--- src/rtl/pulpemu_trace_pkg.sv ---
// Shared types and constants for the trace-buffer drain path.
package pulpemu_trace_pkg;

  localparam int unsigned WORD_WIDTH     = 32;
  localparam int unsigned LINE_WIDTH_DEF = 512;

  // Per-core record layout inside one captured trace line.
  localparam int unsigned CORE_REC_BITS       = 128;
  localparam int unsigned OFF_CYCLES_LO       = 0;
  localparam int unsigned OFF_CYCLES_HI_VMASK = 32;
  localparam int unsigned OFF_INSTR           = 64;
  localparam int unsigned OFF_PC              = 96;

  typedef enum logic [2:0] {
    ST_IDLE  = 3'd0,
    ST_RD    = 3'd1,
    ST_CAP   = 3'd2,
    ST_SEND  = 3'd3,
    ST_FLUSH = 3'd4
  } drain_state_e;

  // Bit position of a field of a given core's record within a line.
  function automatic int unsigned core_field_bit(input int unsigned core,
                                                 input int unsigned off);
    return core * CORE_REC_BITS + off;
  endfunction

endpackage

--- src/rtl/pulpemu_trace_drain_if.sv ---
// Valid/ready word stream from the trace drain toward the host link.
interface pulpemu_trace_drain_if;
  import pulpemu_trace_pkg::*;

  logic [WORD_WIDTH-1:0] out_data_o;
  logic                  out_valid_o;
  logic                  out_ready_i;
  logic                  out_last_o;

  modport master (
    output out_data_o,
    output out_valid_o,
    output out_last_o,
    input  out_ready_i
  );

  modport slave (
    input  out_data_o,
    input  out_valid_o,
    input  out_last_o,
    output out_ready_i
  );

endinterface

--- src/rtl/pulpemu_trace_serializer.sv ---
// Holds one trace line and emits it word 0 first on a valid/ready stream.
module pulpemu_trace_serializer
  import pulpemu_trace_pkg::*;
#(
  parameter int unsigned LINE_WIDTH = LINE_WIDTH_DEF
) (
  input  logic                  clk_i,
  input  logic                  rst_ni,
  input  logic                  load_i,
  input  logic [LINE_WIDTH-1:0] line_i,
  input  logic                  send_i,
  input  logic                  last_line_i,
  pulpemu_trace_drain_if.master out_if,
  output logic                  line_done_o
);

  localparam int unsigned WPL    = LINE_WIDTH / WORD_WIDTH;
  localparam int unsigned WIDX_W = (WPL > 1) ? $clog2(WPL) : 1;

  logic [LINE_WIDTH-1:0] line_q, line_d;
  logic [WIDX_W-1:0]     word_q, word_d;
  logic [WORD_WIDTH-1:0] word_mux;
  logic                  accept;
  logic                  last_word;

  assign accept    = send_i & out_if.out_ready_i;
  assign last_word = (word_q == WIDX_W'(WPL - 1));

  // Line load and word advance on each accepted beat.
  always_comb begin
    line_d = line_q;
    word_d = word_q;
    if (load_i) begin
      line_d = line_i;
      word_d = '0;
    end else if (accept && !last_word) begin
      word_d = word_q + WIDX_W'(1);
    end
  end

  // Word select; an explicit compare loop keeps index widths exact.
  always_comb begin
    word_mux = '0;
    for (int unsigned i = 0; i < WPL; i++) begin
      if (word_q == WIDX_W'(i)) begin
        word_mux = line_q[i*WORD_WIDTH +: WORD_WIDTH];
      end
    end
  end

  // Line register and word index.
  always_ff @(posedge clk_i or negedge rst_ni) begin
    if (!rst_ni) begin
      line_q <= '0;
      word_q <= '0;
    end else begin
      line_q <= line_d;
      word_q <= word_d;
    end
  end

  assign out_if.out_valid_o = send_i;
  assign out_if.out_data_o  = word_mux;
  assign out_if.out_last_o  = send_i & last_line_i & last_word;
  assign line_done_o        = accept & last_word;

  a_stall_stable : assert property (
    @(posedge clk_i) disable iff (!rst_ni)
    (out_if.out_valid_o && !out_if.out_ready_i)
      |=> (out_if.out_valid_o && $stable(out_if.out_data_o))
  );

endmodule

--- src/rtl/pulpemu_trace_drain.sv ---
// Drains captured trace lines from the trace RAM read port as 32-bit words,
// then pulses trace_flushed_o so the capture side can restart.
module pulpemu_trace_drain
  import pulpemu_trace_pkg::*;
#(
  parameter int unsigned TRACE_BUFFER_DIM = 1024,
  parameter int unsigned LINE_WIDTH       = LINE_WIDTH_DEF,
  parameter int unsigned CNT_WIDTH        = 16,
  localparam int unsigned ADDR_W          = $clog2(TRACE_BUFFER_DIM)
) (
  input  logic                  ref_clk_i,
  input  logic                  rst_ni,
  input  logic                  trace_wait_i,
  input  logic                  flush_req_i,
  input  logic [CNT_WIDTH-1:0]  wr_lines_i,
  output logic                  mem_en_o,
  output logic [ADDR_W-1:0]     mem_addr_o,
  input  logic [LINE_WIDTH-1:0] mem_rdata_i,
  pulpemu_trace_drain_if.master out_if,
  output logic                  trace_flushed_o,
  output logic                  busy_o
);

  // One extra bit so a full buffer (N == depth) is representable.
  localparam int unsigned LCNT_W = ADDR_W + 1;

  drain_state_e      state_q, state_d;
  logic [LCNT_W-1:0] n_q, n_d;
  logic [LCNT_W-1:0] line_q, line_d;
  logic [ADDR_W-1:0] addr_q, addr_d;
  logic [LCNT_W-1:0] line_inc;
  logic              ser_load;
  logic              ser_send;
  logic              ser_last_line;
  logic              ser_line_done;

  assign line_inc = line_q + LCNT_W'(1);

  // Next-state logic; the RAM address is registered when entering RD so it
  // holds its last value whenever the read enable is low.
  always_comb begin
    state_d = state_q;
    n_d     = n_q;
    line_d  = line_q;
    addr_d  = addr_q;
    unique case (state_q)
      ST_IDLE: begin
        if (trace_wait_i || flush_req_i) begin
          if (32'(wr_lines_i) > TRACE_BUFFER_DIM) begin
            n_d = LCNT_W'(TRACE_BUFFER_DIM);
          end else begin
            n_d = LCNT_W'(wr_lines_i);
          end
          line_d = '0;
          if (n_d == '0) begin
            state_d = ST_FLUSH;
          end else begin
            state_d = ST_RD;
            addr_d  = '0;
          end
        end
      end
      ST_RD:   state_d = ST_CAP;
      ST_CAP:  state_d = ST_SEND;
      ST_SEND: begin
        if (ser_line_done) begin
          line_d = line_inc;
          if (line_inc == n_q) begin
            state_d = ST_FLUSH;
          end else begin
            state_d = ST_RD;
            addr_d  = line_inc[ADDR_W-1:0];
          end
        end
      end
      ST_FLUSH: state_d = ST_IDLE;
      default:  state_d = ST_IDLE;
    endcase
  end

  // State, line count and address registers.
  always_ff @(posedge ref_clk_i or negedge rst_ni) begin
    if (!rst_ni) begin
      state_q <= ST_IDLE;
      n_q     <= '0;
      line_q  <= '0;
      addr_q  <= '0;
    end else begin
      state_q <= state_d;
      n_q     <= n_d;
      line_q  <= line_d;
      addr_q  <= addr_d;
    end
  end

  assign mem_en_o        = (state_q == ST_RD);
  assign mem_addr_o      = addr_q;
  assign trace_flushed_o = (state_q == ST_FLUSH);
  assign busy_o          = (state_q != ST_IDLE);

  assign ser_load      = (state_q == ST_CAP);
  assign ser_send      = (state_q == ST_SEND);
  assign ser_last_line = (line_inc == n_q);

  pulpemu_trace_serializer #(
    .LINE_WIDTH (LINE_WIDTH)
  ) u_serializer (
    .clk_i       (ref_clk_i),
    .rst_ni      (rst_ni),
    .load_i      (ser_load),
    .line_i      (mem_rdata_i),
    .send_i      (ser_send),
    .last_line_i (ser_last_line),
    .out_if      (out_if),
    .line_done_o (ser_line_done)
  );

  a_flush_single : assert property (
    @(posedge ref_clk_i) disable iff (!rst_ni)
    trace_flushed_o |=> !trace_flushed_o
  );

  a_en_single : assert property (
    @(posedge ref_clk_i) disable iff (!rst_ni)
    mem_en_o |=> !mem_en_o
  );

endmodule

--- src/flat_wrapper.sv ---
// flat-port wrapper written by rule: the top's interface ports become plain ports
module pulpemu_trace_drain_flat import pulpemu_trace_pkg::*;
#(
  parameter int unsigned TRACE_BUFFER_DIM = 1024,
  parameter int unsigned LINE_WIDTH       = LINE_WIDTH_DEF,
  parameter int unsigned CNT_WIDTH        = 16,
  localparam int unsigned ADDR_W          = $clog2(TRACE_BUFFER_DIM)
)
  (ref_clk_i, rst_ni, trace_wait_i, flush_req_i, wr_lines_i, mem_en_o, mem_addr_o, mem_rdata_i, trace_flushed_o, busy_o, out_if_out_data_o, out_if_out_valid_o, out_if_out_last_o, out_if_out_ready_i);
  pulpemu_trace_drain_if out_if_i ();
  input  logic ref_clk_i;
  input  logic rst_ni;
  input  logic trace_wait_i;
  input  logic flush_req_i;
  input  logic [CNT_WIDTH-1:0] wr_lines_i;
  output logic mem_en_o;
  output logic [ADDR_W-1:0] mem_addr_o;
  input  logic [LINE_WIDTH-1:0] mem_rdata_i;
  output logic trace_flushed_o;
  output logic busy_o;
  output wire logic [$bits(out_if_i.out_data_o)-1:0] out_if_out_data_o;
  output wire logic [$bits(out_if_i.out_valid_o)-1:0] out_if_out_valid_o;
  output wire logic [$bits(out_if_i.out_last_o)-1:0] out_if_out_last_o;
  input wire logic [$bits(out_if_i.out_ready_i)-1:0] out_if_out_ready_i;
  assign out_if_out_data_o = out_if_i.out_data_o;
  assign out_if_out_valid_o = out_if_i.out_valid_o;
  assign out_if_out_last_o = out_if_i.out_last_o;
  assign out_if_i.out_ready_i = out_if_out_ready_i;
  pulpemu_trace_drain #(.TRACE_BUFFER_DIM(TRACE_BUFFER_DIM), .LINE_WIDTH(LINE_WIDTH), .CNT_WIDTH(CNT_WIDTH)) u_core (.ref_clk_i(ref_clk_i), .rst_ni(rst_ni), .trace_wait_i(trace_wait_i), .flush_req_i(flush_req_i), .wr_lines_i(wr_lines_i), .mem_en_o(mem_en_o), .mem_addr_o(mem_addr_o), .mem_rdata_i(mem_rdata_i), .out_if(out_if_i), .trace_flushed_o(trace_flushed_o), .busy_o(busy_o));
endmodule
--- config.mk ---
export PLATFORM = sky130hd
export DESIGN_NAME = pulpemu_trace_drain_flat
export DESIGN_NICKNAME = d
export VERILOG_FILES = /design/src/rtl/pulpemu_trace_pkg.sv /design/src/rtl/pulpemu_trace_drain_if.sv /design/src/rtl/pulpemu_trace_serializer.sv /design/src/rtl/pulpemu_trace_drain.sv /design/src/flat_wrapper.sv
export SDC_FILE = /design/constraint.sdc
export NUM_CORES = 1
export LEC_CHECK = 0
export ABC_AREA = 1
export BUFFER_PORTS_ARGS = -buffer_cell sky130_fd_sc_hd__buf_2
export CELL_PAD_IN_SITES_DETAIL_PLACEMENT = 1
export CELL_PAD_IN_SITES_GLOBAL_PLACEMENT = 1
export CORE_MARGIN = 2
export CORE_UTILIZATION = 30
export CTS_CLUSTER_SIZE = 24
export DETAILED_ROUTE_END_ITERATION = 16
export MAX_ROUTING_LAYER = met4
export PLACE_DENSITY = 0.66
export SLEW_MARGIN = 20
export SYNTH_ARGS = -nofsm -noshare
export SYNTH_HDL_FRONTEND = slang
export SYNTH_SLANG_ARGS = --single-unit
--- constraint.sdc ---
create_clock -name ref_clk_i -period 2.3 [get_ports ref_clk_i]
set_clock_uncertainty 0.2 [all_clocks]
set_input_delay 0 -clock ref_clk_i [delete_from_list [all_inputs] [get_ports ref_clk_i]]
set_output_delay 0 -clock ref_clk_i [all_outputs]
set_load 0.02 [all_outputs]
==> metrics.cfg <==
[synthesis]
ys_async_sr_fraction_pct=100.0
yosys.area.top_type=dfrtp_1
synthCells=3666
ys_ff_latch=551
synth_area_leaders=dfrtp_1 (52%), nand2_1 (28%), nand3_1 (5.1%)
synth_nets=4204
ys_types=39
syn_area_per_cell_um2=7.274
yosysSeqAreaShare_pct=51.70
synth_commonest_cells=nand2_1 (2014), dfrtp_1 (551), nand3_1 (271), clkbuf_1 (150), inv_1 (150)
yosysMostFrequentCell=nand2_1
yosys_warnings=0
synthFlopType=dfrtp_1
syn-cell-area_mm2=0.02667
synth.top_cell.area_share_pct=51.70
synth_edf_count=0

[power]
switchingPower_uw=31500
netSwitchingFraction_pct=48.92
p_per_area_mw_per_mm2=1349
peakVddDrop_v=0.0006756
p_leak_uw=0.02416
p_int_uw=32900
comb_power_share_pct=54.1
clkPwrFrac_pct=17.3
seqPwrFrac_pct=28.6

[drt]
drtIter0Drc=3567
wl_per_cell_um=27.34
totalWireLength_mm=180.5
vias=35200
ant_nets=0
viasPerCell=5.333
dr.pass1.iters=5
drcViolationCount=0

[global_route]
track_usage_pct=38.47
antenna_found_initial=57
grt_overflow=0
grt_pass1_vias=37770
grt_max_degree=100
grt_pass1_wl_mm=248.8

[cts]
clockBufferDepth=3
cts_buffers=66
path_clk_slew_ps=60
clkSinkCount=551
cts_tree=done
clock_latency_ps=600
cts_root_buf=clkbuf_16
cts_htree_levels=3

[place]
gp_congestion=0.8927
io_buffers=579
place_area_mm2=0.03236
hpwl_mm=91.13
dp_slack_ps=-1170

[worst_hold_path]
worstHoldStart=wr_lines_i[11]
min_path_type=in2reg

[finish]
drive_above_1_share_pct=27.28
syn_to_final_growth_pct=79.01
fillers=10340
final_nets=5860
stdcell_area_mm2=0.04774
regArea_mm2=0.01379
multi_input_area_mm2=0.01373

[timing]
final.setup.worst_slack_ps=-1330
min_period_ps=3630
hold_violations=0
fmaxAchievable_ghz=0.2755
slew_violations=0
rsz0062_at_grt=true
fin_tns_setup_ps=-41010
worst_hold_slack_ps=18.88
worst_slew_pin_slew_ps=777.2
finalCritPeriodShare_pct=157.8
setup_viol=46
slew_headroom_pct=47.64

[critical_path]
crit_arrival_ps=3430
timing.rr.start=u_core.line_q[3]
startpoint=u_core.u_serializer.word_q[0]
startpoint_type=flip-flop
reg2reg_slack_ps=-340
crit_path_end_kind=output pin
crit_type=reg2out
cp.required_ps=2100
crit_fanout=6

[floorplanning]
core_mm2=0.08824
die_w_um=302.2
die_y_um=302.2
die_area_mm2=0.09129
pin_count=580
start_util_pct=30.22
row_count=109

[status]
violations=negative setup slack
status=finished with violations

[job]
drv_cap=0

-- path summary, 6_finish.rpt --
path                                              endpoint  depth (start not counted)
max                                  out_if_out_data_o[23]                         20
min                                          u_core.n_q[6]                          8
max reg2reg                           u_core.mem_addr_o[6]                         14
min reg2reg                u_core.u_serializer.line_q[310]                          2
max in group asynchronous  u_core.u_serializer.line_q[287]                          4
min in group asynchronous                    u_core.n_q[5]                          4
-- per-stage QoR --
step           cells  total power (uW)  utilization (%)
6_report        6601             64410            54.10
5_1_grt         6597             67090            54.09
4_1_cts         6514             57130            52.09
3_5_place_dp    5403             41420            36.67
3_3_place_gp    5403             40840            36.67
2_1_floorplan   3666             29880                -
-- registers in the layout, indices dropped and copies added (netlist names) --
name	cells
u_core.u_serializer.word_q	4
u_core.state_q	3
u_core.n_q	11
u_core.u_serializer.line_q	512
u_core.line_q	11
u_core.mem_addr_o	10
-- kinds of logic (layout without fill, tap and decap cells) --
group / count (synthesis) / after routing / share of synthesized area, %
AND/OR/NAND/NOR: 2537 / 2537 / 38.51
adder cells (fa/ha/maj): 5 / 5 / 0.2346
flip-flops: 551 / 551 / 51.70
other: 0 / 65 / 0
AO/OA/AOI/OAI: 187 / 187 / 3.566
XOR/XNOR: 14 / 14 / 0.4598
buffers and inverters: 372 / 2077 / 5.522
-- critical path: stages (launching register included) --
cell,delay [ps]
dfrtp_2,440
buf_6,130
ha_4,190
nor2_4,170
buf_12,140
buf_8,110
nand3_2,80
nand3_2,90
nand2_2,60
nand3b_1,180
nand2_1,100
nand2_1,100
nand2_2,80
nand3_4,90
nand3_4,80
nand3_2,80
nand2_2,70
nand3_4,70
nand2_4,70
a21oi_4,300
buf_6,170
-- cells in the final DEF, fill, tap and decap left out, types with 22 or more instances in the layout --
| cell type | Yosys | routed |
|---|---|---|
| a21oi_1 | 69 | 62 |
| buf_12 | 0 | 56 |
| buf_2 | 28 | 545 |
| buf_4 | 7 | 159 |
| buf_6 | 2 | 56 |
| clkbuf_16 | 0 | 74 |
| dfrtp_1 | 551 | 548 |
| diode_2 | 0 | 65 |
| dlygate4sd3_1 | 0 | 959 |
| inv_1 | 150 | 134 |
| inv_2 | 11 | 22 |
| nand2_1 | 2014 | 1801 |
| nand2_2 | 1 | 169 |
| nand2_4 | 0 | 44 |
| nand3_1 | 271 | 102 |
| nand3_2 | 2 | 126 |
| nand3_4 | 0 | 45 |
| nor2_1 | 109 | 85 |
| nor2_2 | 7 | 22 |
| o21ai_0 | 111 | 97 |
| or2_0 | 48 | 38 |
| or2_2 | 41 | 41 |
-- power groups by stage --
stage | registers (uW) | logic (uW) | clock network, uW
after global placement | 17500 | 23300 | 0
after CTS | 17500 | 28600 | 11000
after global routing | 18600 | 37000 | 11500
final | 18400 | 34900 | 11100
after detailed placement | 17600 | 23900 | 0
after floorplan | 16300 | 13600 | 0
-- final cells by class --
cell class | instances | area share, %
clock buffers | 98 | 4.034
inverters | 162 | 1.321
repair buffers | 1798 | 33.05
diodes | 65 | 0.3407
flip-flops and latches | 551 | 28.89
clock inverters | 19 | 0.5530
well taps | 1165 | 3.053
multi-input cells | 2743 | 28.76
-- metal layers --
layer / global-route usage [%] / wire length [um] / up-vias
met1: 43.98 / 66540 / 17360
li1: - / - / 14670
met5: - / 0 / -
met4: 28.21 / 15640 / 0
met3: 9.452 / 15640 / 966
met2: 58.70 / 82630 / 2204
-- timing repair --
action	in CTS	in global routing
cloned	7	5
buffers inserted	31	23
resized for setup	355	356
endpoints found under the setup margin	48	64
pin swaps	92	141
hold buffers	959	1
endpoints found under the hold margin	1096	1
Power figures use the tool's default switching activity.
